**config.mk**
```make
export PLATFORM = sky130hd
export DESIGN_NAME = lcb_rx_packer
export DESIGN_NICKNAME = d
export VERILOG_FILES = /design/src/rtl/lcb_pkg.sv /design/src/rtl/lcb_gap_timer.sv /design/src/rtl/lcb_rx_packer.sv
export SDC_FILE = /design/constraint.sdc
export NUM_CORES = 1
export LEC_CHECK = 0
export BUFFER_PORTS_ARGS = -buffer_cell sky130_fd_sc_hd__buf_2
export CAP_MARGIN = 20
export CORE_MARGIN = 2
export CORE_UTILIZATION = 63
export DETAILED_ROUTE_END_ITERATION = 7
export PLACE_DENSITY = 0.85
export REMOVE_ABC_BUFFERS = 1
export SYNTH_ARGS = -nofsm -noshare
export SYNTH_HDL_FRONTEND = slang
export SYNTH_SLANG_ARGS = --single-unit
export TNS_END_PERCENT = 30
```
**constraint.sdc**
```tcl
create_clock -name clk -period 7.2 [get_ports clk]
set_clock_uncertainty 0.2 [all_clocks]
set_input_delay 0.36 -clock clk [delete_from_list [all_inputs] [get_ports clk]]
set_output_delay 0.36 -clock clk [all_outputs]
set_load 0.03 [all_outputs]
```
**src/rtl/lcb_pkg.sv**
```systemverilog
// Shared definitions for the LCB receive path: FSM states, error-flag bit
// positions, bus widths, the packed Orbita word layout and a constant
// shift-add multiplier used for group-buffer address generation.
package lcb_pkg;

    localparam int unsigned LCB_ADDR_W = 10;
    localparam int unsigned ORB_WORD_W = 12;
    localparam int unsigned BYTE_W     = 8;
    localparam int unsigned RQ_W       = 5;
    localparam int unsigned ERR_W      = 3;
    localparam int unsigned GAP_CNT_W  = 16;

    localparam int unsigned ERR_SHORT = 0;
    localparam int unsigned ERR_OVF   = 1;
    localparam int unsigned ERR_NIB   = 2;

    typedef enum logic [2:0] {
        IDLE,
        WAIT_LO,
        WAIT_HI,
        TRAIL,
        DONE
    } lcb_state_e;

    // Orbita word: low nibble of the high byte above the full low byte.
    typedef struct packed {
        logic [3:0]        hi_nib;
        logic [BYTE_W-1:0] lo;
    } orb_word_t;

    // a*k for a constant k (k <= 31) as a sum of shifted copies of a.
    function automatic logic [LCB_ADDR_W-1:0] mul_const(
        input logic [RQ_W-1:0] a,
        input int unsigned     k
    );
        logic [LCB_ADDR_W-1:0] acc;
        acc = '0;
        for (int i = 0; i < 6; i++) begin
            if (k[i]) begin
                acc = acc + (LCB_ADDR_W'(a) << i);
            end
        end
        return acc;
    endfunction

endpackage

```
**src/rtl/lcb_gap_timer.sv**
```systemverilog
// Inter-byte silence timer.
//   clk, reset : clock, async active-high reset
//   clr        : zero the counter this cycle (byte strobe or idle)
//   en         : count while a packet is open
//   timeout_c  : combinational, high when the counter sits at GAP_CYCLES-1
//                with no clear pending this cycle
module lcb_gap_timer
    import lcb_pkg::*;
#(
    parameter int unsigned GAP_CYCLES = 400
) (
    input  logic clk,
    input  logic reset,
    input  logic clr,
    input  logic en,
    output logic timeout_c
);

    logic [GAP_CNT_W-1:0] cnt_q;
    logic [GAP_CNT_W-1:0] cnt_d;

    // Next count: clear has priority so a strobe on the timeout cycle wins.
    always_comb begin
        cnt_d = cnt_q;
        if (clr) begin
            cnt_d = '0;
        end else if (en) begin
            cnt_d = cnt_q + GAP_CNT_W'(1);
        end
    end

    always_ff @(posedge clk or posedge reset) begin
        if (reset) begin
            cnt_q <= '0;
        end else begin
            cnt_q <= cnt_d;
        end
    end

    assign timeout_c = en & ~clr & (cnt_q == GAP_CNT_W'(GAP_CYCLES - 1));

endmodule

```
**src/rtl/lcb_rx_packer.sv**
```systemverilog
// Receive-side packer for one LCB channel: pairs UART bytes into 12-bit
// Orbita words, generates group-buffer write addresses from the latched
// request number, closes packets on inter-byte silence and reports a
// per-packet error summary.
//   clk, reset : 80 MHz clock, async active-high reset
//   rxData     : byte from the UART receiver
//   rxValid    : level, rising edge marks a new byte
//   rqNumber   : current request number (latched on the first byte)
//   wrdOut     : packed word            (registered)
//   wrdAddr    : group-buffer address   (registered)
//   wren       : one-cycle write strobe (registered)
//   pktDone    : one-cycle packet-close pulse (registered)
//   pktErr     : {nibble, overflow, short}, valid with pktDone (registered)
module lcb_rx_packer
    import lcb_pkg::*;
#(
    parameter int unsigned BYTES      = 14,
    parameter int unsigned GAP_CYCLES = 400
) (
    input  logic                  clk,
    input  logic                  reset,
    input  logic [BYTE_W-1:0]     rxData,
    input  logic                  rxValid,
    input  logic [RQ_W-1:0]       rqNumber,
    output logic [ORB_WORD_W-1:0] wrdOut,
    output logic [LCB_ADDR_W-1:0] wrdAddr,
    output logic                  wren,
    output logic                  pktDone,
    output logic [ERR_W-1:0]      pktErr
);

    localparam int unsigned CNT_W = 6;
    localparam int unsigned IDX_W = 5;
    localparam int unsigned HALF  = BYTES / 2;

    lcb_state_e            state_q,    state_d;
    logic                  rx_valid_q;
    logic                  pending_q,  pending_d;
    logic [BYTE_W-1:0]     lo_q,       lo_d;
    logic [RQ_W-1:0]       rq_q,       rq_d;
    logic [CNT_W-1:0]      byte_cnt_q, byte_cnt_d;
    logic [IDX_W-1:0]      word_idx_q, word_idx_d;
    logic [ERR_W-1:0]      flags_q,    flags_d;
    logic [ORB_WORD_W-1:0] wrd_out_q,  wrd_out_d;
    logic [LCB_ADDR_W-1:0] wrd_addr_q, wrd_addr_d;
    logic                  wren_q,     wren_d;
    logic                  pkt_done_q, pkt_done_d;
    logic [ERR_W-1:0]      pkt_err_q,  pkt_err_d;

    logic                  stb_c;
    logic                  take_c;
    logic                  timeout_c;
    logic                  gap_en_c;
    logic                  gap_clr_c;
    logic [LCB_ADDR_W-1:0] base_addr_c;
    orb_word_t             word_c;

    assign stb_c = rxValid & ~rx_valid_q;
    // In IDLE a byte strobed during DONE is still accepted while rxValid holds.
    assign take_c = stb_c | (pending_q & rxValid);

    assign gap_en_c  = (state_q == WAIT_LO) || (state_q == WAIT_HI) || (state_q == TRAIL);
    assign gap_clr_c = stb_c || (state_q == IDLE);

    assign base_addr_c = mul_const(rq_q, HALF);

    always_comb begin
        word_c.hi_nib = rxData[3:0];
        word_c.lo     = lo_q;
    end

    lcb_gap_timer #(
        .GAP_CYCLES (GAP_CYCLES)
    ) u_gap_timer (
        .clk       (clk),
        .reset     (reset),
        .clr       (gap_clr_c),
        .en        (gap_en_c),
        .timeout_c (timeout_c)
    );

    // Packet FSM and registered output generation.
    always_comb begin
        state_d    = state_q;
        pending_d  = pending_q & rxValid;
        lo_d       = lo_q;
        rq_d       = rq_q;
        byte_cnt_d = byte_cnt_q;
        word_idx_d = word_idx_q;
        flags_d    = flags_q;
        wrd_out_d  = wrd_out_q;
        wrd_addr_d = wrd_addr_q;
        wren_d     = 1'b0;
        pkt_done_d = 1'b0;
        pkt_err_d  = '0;

        case (state_q)
            IDLE: begin
                if (take_c) begin
                    lo_d       = rxData;
                    rq_d       = rqNumber;
                    byte_cnt_d = CNT_W'(1);
                    word_idx_d = '0;
                    flags_d    = '0;
                    pending_d  = 1'b0;
                    state_d    = WAIT_HI;
                end
            end
            WAIT_HI: begin
                if (stb_c) begin
                    wrd_out_d  = word_c;
                    wrd_addr_d = base_addr_c + LCB_ADDR_W'(word_idx_q);
                    wren_d     = 1'b1;
                    word_idx_d = word_idx_q + IDX_W'(1);
                    byte_cnt_d = byte_cnt_q + CNT_W'(1);
                    if (rxData[7:4] != 4'h0) begin
                        flags_d[ERR_NIB] = 1'b1;
                    end
                    if ((byte_cnt_q + CNT_W'(1)) == CNT_W'(BYTES)) begin
                        state_d = TRAIL;
                    end else begin
                        state_d = WAIT_LO;
                    end
                end else if (timeout_c) begin
                    flags_d[ERR_SHORT] = 1'b1;
                    state_d            = DONE;
                end
            end
            WAIT_LO: begin
                if (stb_c) begin
                    lo_d       = rxData;
                    byte_cnt_d = byte_cnt_q + CNT_W'(1);
                    state_d    = WAIT_HI;
                end else if (timeout_c) begin
                    flags_d[ERR_SHORT] = 1'b1;
                    state_d            = DONE;
                end
            end
            TRAIL: begin
                if (stb_c) begin
                    flags_d[ERR_OVF] = 1'b1;
                end else if (timeout_c) begin
                    state_d = DONE;
                end
            end
            DONE: begin
                if (stb_c) begin
                    pending_d = 1'b1;
                end
                state_d = IDLE;
            end
            default: begin
                state_d = IDLE;
            end
        endcase

        // Summary is registered on entry so it coincides with the DONE cycle.
        if ((state_d == DONE) && (state_q != DONE)) begin
            pkt_done_d = 1'b1;
            pkt_err_d  = flags_d;
        end
    end

    always_ff @(posedge clk or posedge reset) begin
        if (reset) begin
            state_q    <= IDLE;
            rx_valid_q <= 1'b0;
            pending_q  <= 1'b0;
            lo_q       <= '0;
            rq_q       <= '0;
            byte_cnt_q <= '0;
            word_idx_q <= '0;
            flags_q    <= '0;
            wrd_out_q  <= '0;
            wrd_addr_q <= '0;
            wren_q     <= 1'b0;
            pkt_done_q <= 1'b0;
            pkt_err_q  <= '0;
        end else begin
            state_q    <= state_d;
            rx_valid_q <= rxValid;
            pending_q  <= pending_d;
            lo_q       <= lo_d;
            rq_q       <= rq_d;
            byte_cnt_q <= byte_cnt_d;
            word_idx_q <= word_idx_d;
            flags_q    <= flags_d;
            wrd_out_q  <= wrd_out_d;
            wrd_addr_q <= wrd_addr_d;
            wren_q     <= wren_d;
            pkt_done_q <= pkt_done_d;
            pkt_err_q  <= pkt_err_d;
        end
    end

    assign wrdOut  = wrd_out_q;
    assign wrdAddr = wrd_addr_q;
    assign wren    = wren_q;
    assign pktDone = pkt_done_q;
    assign pktErr  = pkt_err_q;

endmodule

```
==> impl_metrics.json <==
{
  "cts.repair.resized": 0,
  "synth-edff-count": 0,
  "end_kind": "register",
  "drv_slew": 0,
  "yosysTopAreaCellShare_pct": 50.1,
  "synth_cell_types": 49,
  "synth_cells": 365,
  "die_w_um": 80.6,
  "antenna_left": 0,
  "finalCritPeriodShare_pct": 43.9,
  "drtIter0Drc": 166,
  "tritoncts": "done",
  "ioPinCount": 43,
  "path_class": "reg2reg",
  "crit_path_max_fanout": 4,
  "synth-seq-cells": 74,
  "tightest_slew_ns": 0.892,
  "post_cts.repair.setup_buffers": 0,
  "dr.pass1.iters": 4,
  "ctsHoldBuffers": 2,
  "cts_sinks": 74,
  "die_height_um": 80.6,
  "synth_area_per_cell_um2": 10.1,
  "drc_errors": 0,
  "async_flop_share_pct": 100,
  "synth-main-ff-cell": "dfrtp_1",
  "cp.required_ns": 7.24,
  "grt_pass1_wl_um": 12600,
  "hp-class": "in2reg",
  "hold_violations": 0,
  "holdWs_ns": 0.00692,
  "via_per_inst": 5.58,
  "fin_tns_setup_ns": 0,
  "fmax_mhz": 317,
  "grt_overflow": 0,
  "power.leakage_nw": 2.08,
  "insertion_delay_ns": 0.35,
  "cp.arrival_ns": 3.20,
  "synth_area_leaders": "dfrtp_1, nand2_1, fa_1",
  "clock_path_buffers": 2,
  "io_buffers": 41,
  "fin_nets": 447,
  "wl_um": 7270,
  "die_area_um2": 6500,
  "yosysSeqAreaShare_pct": 50.1,
  "rsz0062_at_grt": "false",
  "fp-row-count": 27,
  "cap_viol_max_count": 0,
  "grt_max_degree": 75,
  "start_util_pct": 66.4,
  "antenna_cells": 0,
  "grt_pass1_vias": 2763,
  "postLayoutCellArea_um2": 4130,
  "peakVddDrop_v": 0.000217,
  "relSlewSlack_pct": 40.5,
  "drive_above_1_share_pct": 19.6,
  "num_vias": 2706,
  "grt_antenna_before_repair": 0,
  "cp-start-kind": "register",
  "gp_congestion": 0.803,
  "synth.cell_area_um2": 3700,
  "finalSetupViolations": 0,
  "synth_top_cell_by_area": "dfrtp_1",
  "wl_per_cell_um": 15.0,
  "cts_root_buf": "clkbuf_8",
  "h-tree-depth": 3,
  "period_minus_slack_ns": 3.16,
  "final_core_util_pct": 74.1,
  "yosys_warnings": 0,
  "track_usage_pct": 25.5,
  "syn_to_final_growth_pct": 11.7,
  "core_um2": 5570,
  "dp_hpwl_um": 4870,
  "cts.clk_slew.worst_paths_ns": 0.08,
  "status": "completed",
  "p_per_area_nw_per_um2": 386,
  "dpl_cell_area_um2": 3920,
  "cts_inserted_buffers": 9
}
-- kinds of logic after synthesis --
logic type / synth area share [%]
muxes: 2.43
adders and majority gates: 9.60
DFF: 50.1
AOI/OAI and AO/OA: 7.24
xor gates and xnor gates: 5.92
buffers and inverters: 4.60
other: 0.101
and+or+nand+nor: 20.1
-- synth_stat cells, types with 5 or more instances --
cell type,count
a21oi_1,7
and3_1,5
buf_2,6
buf_4,5
dfrtp_1,74
fa_1,9
ha_1,14
inv_1,22
mux2_2,8
nand2_1,78
nand3_1,13
nand4_1,7
nor2_1,28
o21ai_0,19
xnor2_1,9
xor2_1,16
-- sequential cells by signal, indices dropped and copies added (netlist names), 5 cells and up --
name and cells:
wrdAddr 9, wrdOut 12, byte_cnt_q 6, u_gap_timer.cnt_q 16, rq_q 5, lo_q 8, word_idx_q 5
-- routing by layer --
layer,share of wire (%),global-route usage [%]
met3,4.3,5.28
met5,0,0
met2,52,45.0
met4,1.8,8.98
met1,42,30.9
-- path summary, 6_finish.rpt --
check | start | end | slack [ns] | cells after the start
max | rq_q[3] | wrdAddr[7] | 4.04 | 10
min | rqNumber[4] | rq_q[4] | 0.007 | 3
min reg2reg | lo_q[6] | wrdOut[6] | 0.27 | 2
min in group asynchronous | reset | u_gap_timer.cnt_q[13] | 0.06 | 3
max reg2reg | rq_q[3] | wrdAddr[7] | 4.04 | 10
max in group asynchronous | reset | u_gap_timer.cnt_q[8] | 6.15 | 3
-- cell type report --
class                      count  area [µm²]
multi-input combinational    255        1680
fill                         373        1440
tap                           72        90.1
clock inverter                 7        53.8
sequential                    74        1850
clock buffer                   9         124
inverter                      23        87.6
timing repair buffer          45         248
-- critical path, stage by stage (launching register included) --
cell and delay (ns):
dfrtp_1 0.46, inv_1 0.16, fa_1 0.46, fa_1 0.59, inv_1 0.07, ha_1 0.28
a21o_1 0.17, a31o_2 0.25, a21oi_1 0.17, xor2_1 0.16, o21ai_0 0.08
-- placed cells by master (no fill, tap or decap), types with 13 or more instances in the layout --
cell type / n
buf_2: 41
dfrtp_1: 74
ha_1: 14
inv_1: 21
nand2_1: 78
nand3_1: 13
nor2_1: 28
o21ai_0: 19
xor2_1: 16
-- report_power, final --
group          total, W  internal (W)  switching (W)  leakage [nW]
clock network  0.000292      0.000128       0.000164        0.0939
logic          0.000692      0.000266       0.000426          1.01
registers      0.000613      0.000522      0.0000907         0.972
-- stage by stage --
stage	setup slack [ns]	std cells	power [W]
6_report	4.04	485	0.00160
5_1_grt	3.84	485	0.00172
4_1_cts	3.85	484	0.00160
3_5_place_dp	4.02	466	0.00129
3_3_place_gp	4.14	466	0.00125
2_1_floorplan	4.21	352	0.00111
(Power assumes the default switching activity.)
